$ cat config.mk
export PLATFORM = sky130hd
export DESIGN_NAME = mem_reg_arbiter
export DESIGN_NICKNAME = d
export VERILOG_FILES = /design/src/rtl/mem_reg_arb_pkg.sv /design/src/rtl/mem_reg_arbiter_rr_pick.sv /design/src/rtl/mem_reg_arbiter.sv
export SDC_FILE = /design/constraint.sdc
export NUM_CORES = 1
export LEC_CHECK = 0
export CAP_MARGIN = 20
export CORE_MARGIN = 4
export CORE_UTILIZATION = 38
export DETAILED_ROUTE_END_ITERATION = 16
export PLACE_DENSITY = 0.68
export SLEW_MARGIN = 20
export SYNTH_ARGS = -nofsm -noshare
export SYNTH_HDL_FRONTEND = slang
export SYNTH_SLANG_ARGS = --single-unit
$ cat constraint.sdc
create_clock -name clk -period 6.1 [get_ports clk]
set_clock_uncertainty 0.1 [all_clocks]
set_input_delay 1.83 -clock clk [delete_from_list [all_inputs] [get_ports clk]]
set_output_delay 1.83 -clock clk [all_outputs]
set_load 0.1 [all_outputs]
$ cat src/rtl/mem_reg_arb_pkg.sv
// Shared constants and access-type encoding for the register-file arbiter.
package mem_reg_arb_pkg;

  localparam int unsigned ADDR_W    = 5;
  localparam int unsigned DATA_W    = 16;
  localparam int unsigned STAT_BASE = 32'h18;

  typedef enum logic [1:0] {
    ACC_NONE,
    ACC_HOST_WR,
    ACC_HOST_RD,
    ACC_STAT_WR
  } acc_t;

endpackage

$ cat src/rtl/mem_reg_arbiter_rr_pick.sv
// Combinational round-robin picker: first pending source at or after rr, wrapping.
module rr_pick #(
  parameter int unsigned N_SRC = 4,
  parameter int unsigned IDX_W = 2
) (
  input  logic [N_SRC-1:0] i_pend,
  input  logic [IDX_W-1:0] i_rr,
  output logic [IDX_W-1:0] o_idx,
  output logic             o_any
);

  int j;

  // Scan from the farthest offset down so the nearest pending source wins.
  always_comb begin
    o_idx = '0;
    o_any = |i_pend;
    j     = 0;
    for (int k = int'(N_SRC) - 1; k >= 0; k--) begin
      j = int'(i_rr) + k;
      if (j >= int'(N_SRC)) j = j - int'(N_SRC);
      if (i_pend[j]) o_idx = IDX_W'(j);
    end
  end

endmodule

$ cat src/rtl/mem_reg_arbiter.sv
// Sole master of the register-file port: host accesses first, status shadows written back
// round-robin in idle cycles. Optional overwrite counter enabled by MEM_ARB_DROP_CNT_EN.
module mem_reg_arbiter
  import mem_reg_arb_pkg::*;
#(
  parameter int unsigned N_SRC = 4
) (
  input  logic                    clk,
  input  logic                    rst,
  input  logic                    host_we,
  input  logic                    host_re,
  input  logic [ADDR_W-1:0]       host_addr,
  input  logic [DATA_W-1:0]       host_din,
  output logic [DATA_W-1:0]       host_dout,
  output logic                    host_rvalid,
  input  logic [N_SRC-1:0]        src_upd,
  input  logic [N_SRC*DATA_W-1:0] src_val,
  output logic                    mem_we,
  output logic                    mem_re,
  output logic [ADDR_W-1:0]       mem_addr,
  output logic [DATA_W-1:0]       mem_din,
  input  logic [DATA_W-1:0]       mem_dout
`ifdef MEM_ARB_DROP_CNT_EN
  ,
  output logic [15:0]             drop_cnt
`endif
);

  localparam int unsigned IDX_W = (N_SRC > 1) ? $clog2(N_SRC) : 1;

  logic [DATA_W-1:0] r_shadow [N_SRC];
  logic [N_SRC-1:0]  r_pend;
  logic [IDX_W-1:0]  r_rr;
  acc_t              r_acc;
  logic [ADDR_W-1:0] r_mem_addr;
  logic [DATA_W-1:0] r_mem_din;
  logic              r_rd_pipe;
  logic              r_rvalid;
  logic [DATA_W-1:0] r_host_dout;

  logic [IDX_W-1:0]  w_grant_idx;
  logic              w_any;
  logic              w_host_stat;
  acc_t              w_acc_d;
  logic [ADDR_W-1:0] w_addr_d;
  logic [DATA_W-1:0] w_din_d;
  logic [N_SRC-1:0]  w_gnt_mask;

  rr_pick #(
    .N_SRC (N_SRC),
    .IDX_W (IDX_W)
  ) u_rr_pick (
    .i_pend (r_pend),
    .i_rr   (r_rr),
    .o_idx  (w_grant_idx),
    .o_any  (w_any)
  );

  // A host write still owns the cycle even when it targets the read-only status window.
  always_comb begin
    w_host_stat = (32'(host_addr) >= STAT_BASE) && (32'(host_addr) < STAT_BASE + N_SRC);
    w_acc_d     = ACC_NONE;
    w_addr_d    = '0;
    w_din_d     = '0;
    w_gnt_mask  = '0;
    if (host_we) begin
      if (!w_host_stat) begin
        w_acc_d  = ACC_HOST_WR;
        w_addr_d = host_addr;
        w_din_d  = host_din;
      end
    end else if (host_re) begin
      w_acc_d  = ACC_HOST_RD;
      w_addr_d = host_addr;
    end else if (w_any) begin
      w_acc_d                 = ACC_STAT_WR;
      w_addr_d                = ADDR_W'(STAT_BASE + 32'(w_grant_idx));
      w_din_d                 = r_shadow[w_grant_idx];
      w_gnt_mask[w_grant_idx] = 1'b1;
    end
  end

  always_ff @(posedge clk or posedge rst) begin
    if (rst) begin
      r_pend      <= '0;
      r_rr        <= '0;
      r_acc       <= ACC_NONE;
      r_mem_addr  <= '0;
      r_mem_din   <= '0;
      r_rd_pipe   <= 1'b0;
      r_rvalid    <= 1'b0;
      r_host_dout <= '0;
      for (int i = 0; i < int'(N_SRC); i++) r_shadow[i] <= '0;
    end else begin
      r_acc      <= w_acc_d;
      r_mem_addr <= w_addr_d;
      r_mem_din  <= w_din_d;
      // A same-cycle update re-arms pend after the grant has taken the old shadow.
      r_pend     <= (r_pend & ~w_gnt_mask) | src_upd;
      for (int i = 0; i < int'(N_SRC); i++) begin
        if (src_upd[i]) r_shadow[i] <= src_val[i*DATA_W +: DATA_W];
      end
      if (w_acc_d == ACC_STAT_WR) begin
        r_rr <= (32'(w_grant_idx) == N_SRC - 1) ? '0 : w_grant_idx + 1'b1;
      end
      r_rd_pipe <= (r_acc == ACC_HOST_RD);
      r_rvalid  <= r_rd_pipe;
      if (r_rd_pipe) r_host_dout <= mem_dout;
    end
  end

  assign mem_we      = (r_acc == ACC_HOST_WR) || (r_acc == ACC_STAT_WR);
  assign mem_re      = (r_acc == ACC_HOST_RD);
  assign mem_addr    = r_mem_addr;
  assign mem_din     = r_mem_din;
  assign host_dout   = r_host_dout;
  assign host_rvalid = r_rvalid;

`ifdef MEM_ARB_DROP_CNT_EN
  logic [15:0]      r_drop_cnt;
  logic [N_SRC-1:0] w_ovw;
  logic [16:0]      w_drop_sum;

  always_comb begin
    w_ovw      = src_upd & r_pend & ~w_gnt_mask;
    w_drop_sum = {1'b0, r_drop_cnt};
    for (int i = 0; i < int'(N_SRC); i++) w_drop_sum = w_drop_sum + 17'(w_ovw[i]);
  end

  always_ff @(posedge clk or posedge rst) begin
    if (rst) r_drop_cnt <= '0;
    else     r_drop_cnt <= w_drop_sum[16] ? 16'hFFFF : w_drop_sum[15:0];
  end

  assign drop_cnt = r_drop_cnt;
`endif

endmodule

==> results.toml, run 1 <==
[clock_network]
clock_path_buffers = 2
post_cts_buffers = 0
worstSkewPairLatency_ns = 0.34
ctsHoldBuffers = 0
root_buffer = "clkbuf_16"
ctsResizeCount = 0
cts_tree = "built"
cts_sinks = 111
htree_num_levels = 3
path_clk_slew_ns = 0.07
cts_made_buffers = 9

[routing]
wl_um = 11460
viasPerCell = 4.875
drt_first_pass_iters = 4
wl_per_cell_um = 18.10
drtAntennaViolNets = 0
dr.first_iter.drc_count = 86
vias = 3086
drc = 0

[floorplanning]
rows = 40
die_w_um = 119.2
io_pins = 149
coreArea_um2 = 12060
fp.dieH_um = 119.2
start_util = 0.3895
dieArea_um2 = 14210

[global_route]
grt_usage = 0.1609
grt_use_met1 = 0.1938
overflow = 0
grt_pass1_vias = 3439
antenna_found_initial = 0
grt_use_met3 = 0.03466
grt_pass1_wl_um = 17970
gr-usage-met2 = 0.2893
top_usage_layer = "met2"
grt_max_degree = 86

[critical_path]
slowest_delay_ns = 1.16
cp-start-kind = "flop"
cp_top_family = "buffers and inverters"
criticalPathCategory = "flop to output port"
critPathBufInv = 1
required_ns = 4.17
arrival_ns = 2.04
critPathMaxFanout = 2
cp-end-kind = "output port"
crit_slowest_cell = "clkdlybuf4s50_1"
cp_cell_sequence = "nor2b_1, clkdlybuf4s50_1"

[power]
p_per_area_nw_per_um2 = 403.7
ir_drop_mv = 0.1577
p_leak_nw = 2.892

[sta]
rsz0062_at_grt = "false"
fin_crit_ns = 3.970
worst_slew_pin_slew_ns = 1.040
max_clock_freq_ghz = 0.2519
slew_headroom = 0.3042
period_share = 0.6508
finalSetupViolCount = 0
slew_viol_final = 0
setup_ws_ns = 2.130
finalHoldViolations = 0
setup-tns-final_ns = 0

[synth]
yosysWarnings = 0
synth_ff_type = "dfrtp_1"
seq_area_frac_synth = 0.5912
synthCells = 318
ys_async_sr_fraction = 1.000
syn_area_per_cell_um2 = 14.77
syn-cell-area_um2 = 4698
syn_nets = 428
ys_types = 30
synth_seq_cells = 111
synth-edff-count = 0

[layout]
drive_above_1_share = 0.2473
seq_area_um2 = 2778
nets = 570
diodes = 0
multiInputGateArea_um2 = 1785
area_delta_synth_final_pct = 40.91
fillers = 1044

[placement]
dp_hpwl_um = 8279
place_ws_ns = 1.946
port-buffer-count = 148
place.gp.congestion = 0.7895

[job]
drv_cap = 0

[min_path]
hp-class = "flop to flop"

[status]
status = "finished clean"
## flip-flops by register name, summed over array words and instances, names as in the netlist
register / count
mem_din: 16
host_rvalid: 1
r_shadow: 64
r_rr: 2
r_rd_pipe: 1
r_acc: 2
mem_addr: 5
r_pend: 4
host_dout: 16
## placed cells by master, fill, tap and decap left out
master,n
dfrtp_1,111
o21bai_1,1
nor3b_1,1
ha_1,1
a221oi_4,1
nand2_1,8
nand2b_1,4
or2_2,1
mux2_2,81
a21oi_1,2
or3b_1,1
clkbuf_1,1
a311oi_1,1
inv_6,2
clkinv_4,2
o21ai_2,1
o21a_1,3
clkdlybuf4s50_1,148
bufinv_16,2
o22ai_2,9
a21o_1,19
o21ai_0,3
nor2_1,1
nor3_4,1
nor4_2,1
nor2b_1,2
a21bo_2,1
mux2i_1,33
clkinvlp_4,1
inv_1,3
clkbuf_16,9
o22ai_1,7
buf_4,3
## Yosys cell counts, drive strengths merged, types with 2 or more instances
| cell | instances | area share |
|---|---|---|
| dfrtp | 111 | 0.59 |
| nand2b | 4 | 0.0053 |
| buf | 10 | 0.020 |
| a21oi | 2 | 0.0021 |
| o21a | 3 | 0.0048 |
| a21o | 19 | 0.030 |
| nor2b | 2 | 0.0027 |
| mux2i | 33 | 0.070 |
| inv | 4 | 0.0032 |
| nand2 | 8 | 0.0064 |
| mux2 | 81 | 0.19 |
| o21ai | 4 | 0.0051 |
| clkbuf | 10 | 0.0080 |
| o22ai | 16 | 0.033 |
## report_power, final
part	internal, mW	leakage (nW)	switching [mW]
sequential	0.844	1.31	0.0633
clock	0.363	0.153	0.261
combinational	0.412	1.43	0.729
## path summary, 6_finish.rpt
check | end | startpoint | cells after the start | slack [ns]
worst max-delay path | mem_re | r_acc[0]$_DFF_PP0_ | 2 | 2.13
worst min-delay path | r_rd_pipe$_DFF_PP0_ | r_acc[0]$_DFF_PP0_ | 1 | 0.37
worst max register to register | mem_din[1]$_DFF_PP0_ | r_pend[2]$_DFF_PP0_ | 5 | 3.63
worst min register to register | r_rd_pipe$_DFF_PP0_ | r_acc[0]$_DFF_PP0_ | 1 | 0.37
max in group asynchronous | r_shadow[37]$_DFFE_PP0P_ | rst | 3 | 3.09
min in group asynchronous | host_dout[6]$_DFFE_PP0P_ | rst | 2 | 1.91
## routing by layer
layer / share of wire / routed length, um
met1: 0.41 / 4745
met4: 0.016 / 185
met2: 0.52 / 5965
met3: 0.049 / 562
met5: 0 / 0
## final cells by class
| class | instances | area share |
|---|---|---|
| clock buffers | 10 | 0.03459 |
| clock inverters | 6 | 0.01418 |
| inverters | 4 | 0.003024 |
| multi-input cells | 183 | 0.2697 |
| flip-flops and latches | 111 | 0.4196 |
| well taps | 168 | 0.03175 |
| repair buffers | 151 | 0.2272 |
## kinds of logic (layout without fill, tap and decap cells)
logic type               count (synthesis)  after routing  synth area share
AO/OA/AOI/OAI                           48             48           0.08442
adder cells (fa/ha/maj)                  1              1          0.002663
buffers and inverters                   24            171           0.03116
flip-flops                             111            111            0.5912
multiplexers                           114            114            0.2644
AND/OR/NAND/NOR                         20             20           0.02610
## metrics by stage
step                cells  hold WS [ns]  total power [mW]  area, um2  utilization
global placement      617        0.3416             2.058       6295       0.5219
global route          633        0.3882             2.789       6620       0.5489
detailed placement    617        0.3565             2.072       6295       0.5219
CTS                   633        0.3662             2.702       6618       0.5487
floorplan             318        0.2519             1.806       4698            -
finish                633        0.3698             2.673       6620       0.5489
No activity file was read; power rests on OpenSTA's default activity.
==> run 2: changes to the inputs <==
- clock period: 6.1 -> 4.1 ns (I/O delays scaled with it)
==> run 2 against run 1 <==
Compared with the run above: register-to-register slack worse by 2.1 ns; core utilization down 0.22 points; sequential power up 49%; via count down 0.32%; global-route usage about the same.
==> results.toml, run 2 (synthesized netlist as in run 1, its figures left out) <==
[sta]
max_clock_freq_ghz = 0.3147
rsz0062_at_grt = "false"
worst_slew_pin_slew_ns = 1.077
finalSetupViolCount = 0
finalHoldViolations = 0
slew_headroom = 0.2816
period_share = 0.7750
setup_ws_ns = 0.9226
fin_crit_ns = 3.177
slew_viol_final = 0
setup-tns-final_ns = 0

[clock_network]
path_clk_slew_ns = 0.07
cts_sinks = 111
clock_path_buffers = 2
ctsHoldBuffers = 0
htree_num_levels = 3
worstSkewPairLatency_ns = 0.33
cts_tree = "built"
post_cts_buffers = 0
root_buffer = "clkbuf_16"
ctsResizeCount = 0
cts_made_buffers = 9

[layout]
largest_reg_flops = 64
top_register = "r_shadow"
drive_above_1_share = 0.2559
diodes = 0
layout_common_cells = "145 x clkdlybuf4s50_1, 111 x dfrtp_1, 81 x mux2_2"
multiInputGateArea_um2 = 1785
seq_area_um2 = 2778
area_delta_synth_final_pct = 40.35
final_common_cell = "clkdlybuf4s50_1"
nets = 570
postLayoutCellArea_um2 = 6594
fillers = 1033

[routing]
drc = 0
drtAntennaViolNets = 0
viasPerCell = 4.859
wl_um = 11180
drt_first_pass_iters = 4
dr.first_iter.drc_count = 106
vias = 3076
wl_per_cell_um = 17.66

[placement]
port-buffer-count = 148
dpl-instance-area_um2 = 6301
place.gp.congestion = 0.7605
dp_hpwl_um = 7980
place_ws_ns = 0.5374

[critical_path]
critPathMaxFanout = 18
cp-end-kind = "flop"
required_ns = 4.22
cp-start-kind = "primary input"
criticalPathCategory = "primary input to flop"
arrival_ns = 3.30

[floorplanning]
rows = 40
die_w_um = 119.2
fp.dieH_um = 119.2
start_util = 0.3895
coreArea_um2 = 12060
io_pins = 149
dieArea_um2 = 14210

[global_route]
grt_use_met3 = 0.03894
grt_use_met1 = 0.1983
grt_pass1_vias = 3352
grt_pass1_wl_um = 17860
antenna_found_initial = 0
grt_usage = 0.1607
grt_max_degree = 112
gr-usage-met2 = 0.2794
overflow = 0
top_usage_layer = "met2"

[power]
p_leak_nw = 2.890
ir_drop_mv = 0.3066
fin_total_pwr_mw = 3.870
p_per_area_nw_per_um2 = 587.0

[job]
drv_cap = 0

[status]
status = "finished clean"

[min_path]
hp-class = "flop to flop"
-- run 2: cell count changes in the layout (fill, tap and decap cells not counted), sizes merged --
cell           before  now
buf                 3    6
bufinv              2    0
clkbuf             10   11
clkdlybuf4s50     148  145
clkinv              2    4
inv                 5    4
-- run 2: area by class of cell --
type | count | area share
multi-input combinational | 183 | 0.2708
sequential | 111 | 0.4213
tap | 168 | 0.03188
clock inverter | 5 | 0.006072
clock buffer | 11 | 0.03833
inverter | 4 | 0.002846
timing repair buffer | 151 | 0.2288
-- run 2: report_power, final --
group / internal, mW / leakage, nW / total, mW / switching, mW
clock: 0.450 / 0.146 / 0.833 / 0.383
sequential: 1.26 / 1.31 / 1.35 / 0.0927
combinational: 0.605 / 1.44 / 1.69 / 1.08
total: 2.31 / 2.89 / 3.87 / 1.56
-- run 2: critical path, cell delays in order --
cell and delay (ns):
clkdlybuf4s50_1 0.53, nor3_4 0.39, or3b_1 0.77, o21ai_0 0.30, nand2b_1 0.07
-- run 2: worst paths after layout --
kind                                           from                  endpoint  cells after the start  slack (ns)
worst min-delay path             r_acc[0]$_DFF_PP0_       r_rd_pipe$_DFF_PP0_                      1        0.35
min in group asynchronous                       rst     host_rvalid$_DFF_PP0_                      3        1.33
max in group asynchronous                       rst  r_shadow[41]$_DFFE_PP0P_                      3        2.16
worst max register to register  r_rr[1]$_DFFE_PP0N_      mem_din[7]$_DFF_PP0_                      6        1.54
worst min register to register   r_acc[0]$_DFF_PP0_       r_rd_pipe$_DFF_PP0_                      1        0.35
worst max-delay path                        host_we       r_pend[2]$_DFF_PP0_                      5        0.92
-- run 2: per-layer routing --
metal | wire [um] | share of wire | vias up
met1 | 4776 | 0.43 | 1548
met4 | 153 | 0.014 | 0
met2 | 5631 | 0.50 | 89
li1 | - | - | 1427
met3 | 619 | 0.055 | 12
met5 | 0 | 0 | -
-- run 2: through the flow --
step | util | instances | hold slack [ns]
floorplan | - | 318 | 0.2519
global placement | 0.5224 | 617 | 0.3392
detailed placement | 0.5224 | 617 | 0.3450
CTS | 0.5467 | 633 | 0.3550
global route | 0.5467 | 633 | 0.3636
finish | 0.5467 | 633 | 0.3456
==> run 3: changes to the inputs <==
- PLACE_DENSITY: 0.68 -> 0.7
- clock period: 4.1 -> 2.7 ns (I/O delays scaled with it)
==> run 3 against run 2 <==
Compared with the run above: worst setup slack lost 0.53 ns; hold slack gained 0.0034 ns; core utilization grew 0.052 points; sequential share of layout area is essentially flat; flip-flop and latch count is the same; critical endpoint is now mem_din[1]$_DFF_PP0_.
==> results.toml, run 3 (synthesized netlist as in run 1, its figures left out) <==
[clock_network]
cts_sinks = 111
post_cts_buffers = 0
ctsResizeCount = 0
cts_tree = "built"
cts_made_buffers = 9
ctsHoldBuffers = 0
path_clk_slew_ns = 0.07
htree_num_levels = 3
worstSkewPairLatency_ns = 0.34
clock_path_buffers = 2
root_buffer = "clkbuf_16"

[power]
ir_drop_mv = 0.3751
p_leak_nw = 2.984
p_per_area_nw_per_um2 = 898.2
fin_total_pwr_mw = 5.928

[placement]
place.gp.congestion = 0.7712
dp.cells = 627
dp_hpwl_um = 8517
port-buffer-count = 148

[critical_path]
regToRegStartpoint = "r_rr[1]$_DFFE_PP0N_"
cp-end-kind = "flop"
arrival_ns = 2.45
required_ns = 2.83
rr_worst_depth = 7
r2r_slack_ns = 0.39
cp-start-kind = "flop"
criticalPathCategory = "flop to flop"
r2r_end = "mem_din[1]$_DFF_PP0_"
critPathMaxFanout = 27

[layout]
fillers = 1025
top_register = "r_shadow"
diodes = 0
layout_common_cells = "111 x dfrtp_1, 108 x clkdlybuf4s50_1, 81 x mux2_2"
nets = 580
final_common_cell = "dfrtp_1"
seq_area_um2 = 2778
largest_reg_flops = 64
multiInputGateArea_um2 = 1785
area_delta_synth_final_pct = 40.48
drive_above_1_share = 0.3495
final_cells = 643

[min_path]
holdPathStages = 1
holdCritStartpoint = "r_acc[0]$_DFF_PP0_"
min_to = "r_rd_pipe$_DFF_PP0_"
hp-class = "flop to flop"

[sta]
slew_viol_final = 0
slew_headroom = 0.3548
period_share = 0.8562
fin_crit_ns = 2.312
finalHoldViolations = 0
rsz0062_at_grt = "false"
max_clock_freq_ghz = 0.4326
finalSetupViolCount = 0
setup-tns-final_ns = 0
worst_slew_pin_slew_ns = 0.9677

[floorplanning]
dieArea_um2 = 14210
fp.dieH_um = 119.2
start_util = 0.3895
io_pins = 149
coreArea_um2 = 12060
rows = 40
die_w_um = 119.2

[routing]
vias = 3083
viasPerCell = 4.795
drc = 0
dr.first_iter.drc_count = 96
wl_per_cell_um = 17.72
drtAntennaViolNets = 0
wl_um = 11390
drt_first_pass_iters = 4

[global_route]
grt_pass1_vias = 3517
grt_max_degree = 58
grt_pass1_wl_um = 18400
overflow = 0
grt_usage = 0.1653
antenna_found_initial = 0

[status]
status = "finished clean"

[job]
drv_cap = 0
run 3: worst max-delay path by stage:
stage                        start                    to  cells past startpoint
6_report       r_rr[1]$_DFFE_PP0N_  mem_din[1]$_DFF_PP0_                      7
3_3_place_gp               host_re  mem_din[3]$_DFF_PP0_                      6
3_5_place_dp               host_re  mem_din[5]$_DFF_PP0_                      6
4_1_cts        r_rr[1]$_DFFE_PP0N_  mem_din[1]$_DFF_PP0_                      7
5_1_grt        r_rr[1]$_DFFE_PP0N_  mem_din[1]$_DFF_PP0_                      7
2_1_floorplan   r_acc[0]$_DFF_PP0_                mem_re                      1
run 3: power by group:
group / switching (mW) / internal (mW) / total, mW
registers: 0.146 / 1.91 / 2.05
logic: 1.66 / 0.938 / 2.60
clock network: 0.596 / 0.684 / 1.28
total: 2.40 / 3.53 / 5.93
run 3: stage by stage:
stage	utilization	hold WS [ns]	instance area (um2)	setup WS [ns]
CTS	0.5472	0.3636	6600	0.3730
detailed placement	0.5230	0.3543	6309	0.05197
global placement	0.5230	0.3463	6309	0.1448
floorplan	-	0.2519	4702	0.06600
global route	0.5472	0.3937	6600	0.2739
finish	0.5472	0.3490	6600	0.3884
run 3: routing by layer:
| metal | vias to the layer above | routed length (um) | part of all wire | GRT usage |
|---|---|---|---|---|
| li1 | 1444 | - | - | - |
| met1 | 1532 | 4958 | 0.44 | 0.2068 |
| met2 | 94 | 5685 | 0.50 | 0.2794 |
| met3 | 13 | 540 | 0.047 | 0.03704 |
| met4 | 0 | 208 | 0.018 | 0.06227 |
| met5 | - | 0 | 0 | 0 |
run 3: worst max-delay path, stage by stage, from the launching register on:
cell and delay, ns:
dfrtp_1 0.45, a21bo_2 0.26, a221oi_4 0.37, buf_12 0.27, buf_4 0.22, mux2i_1 0.22, o22ai_1 0.10, a21o_1 0.19
run 3: area by class of cell:
cell class	instances	share of cell area
clock buffers	11	0.03829
clock inverters	5	0.005877
inverters	4	0.002844
multi-input cells	183	0.2705
flip-flops and latches	111	0.4209
well taps	168	0.03185
repair buffers	161	0.2298
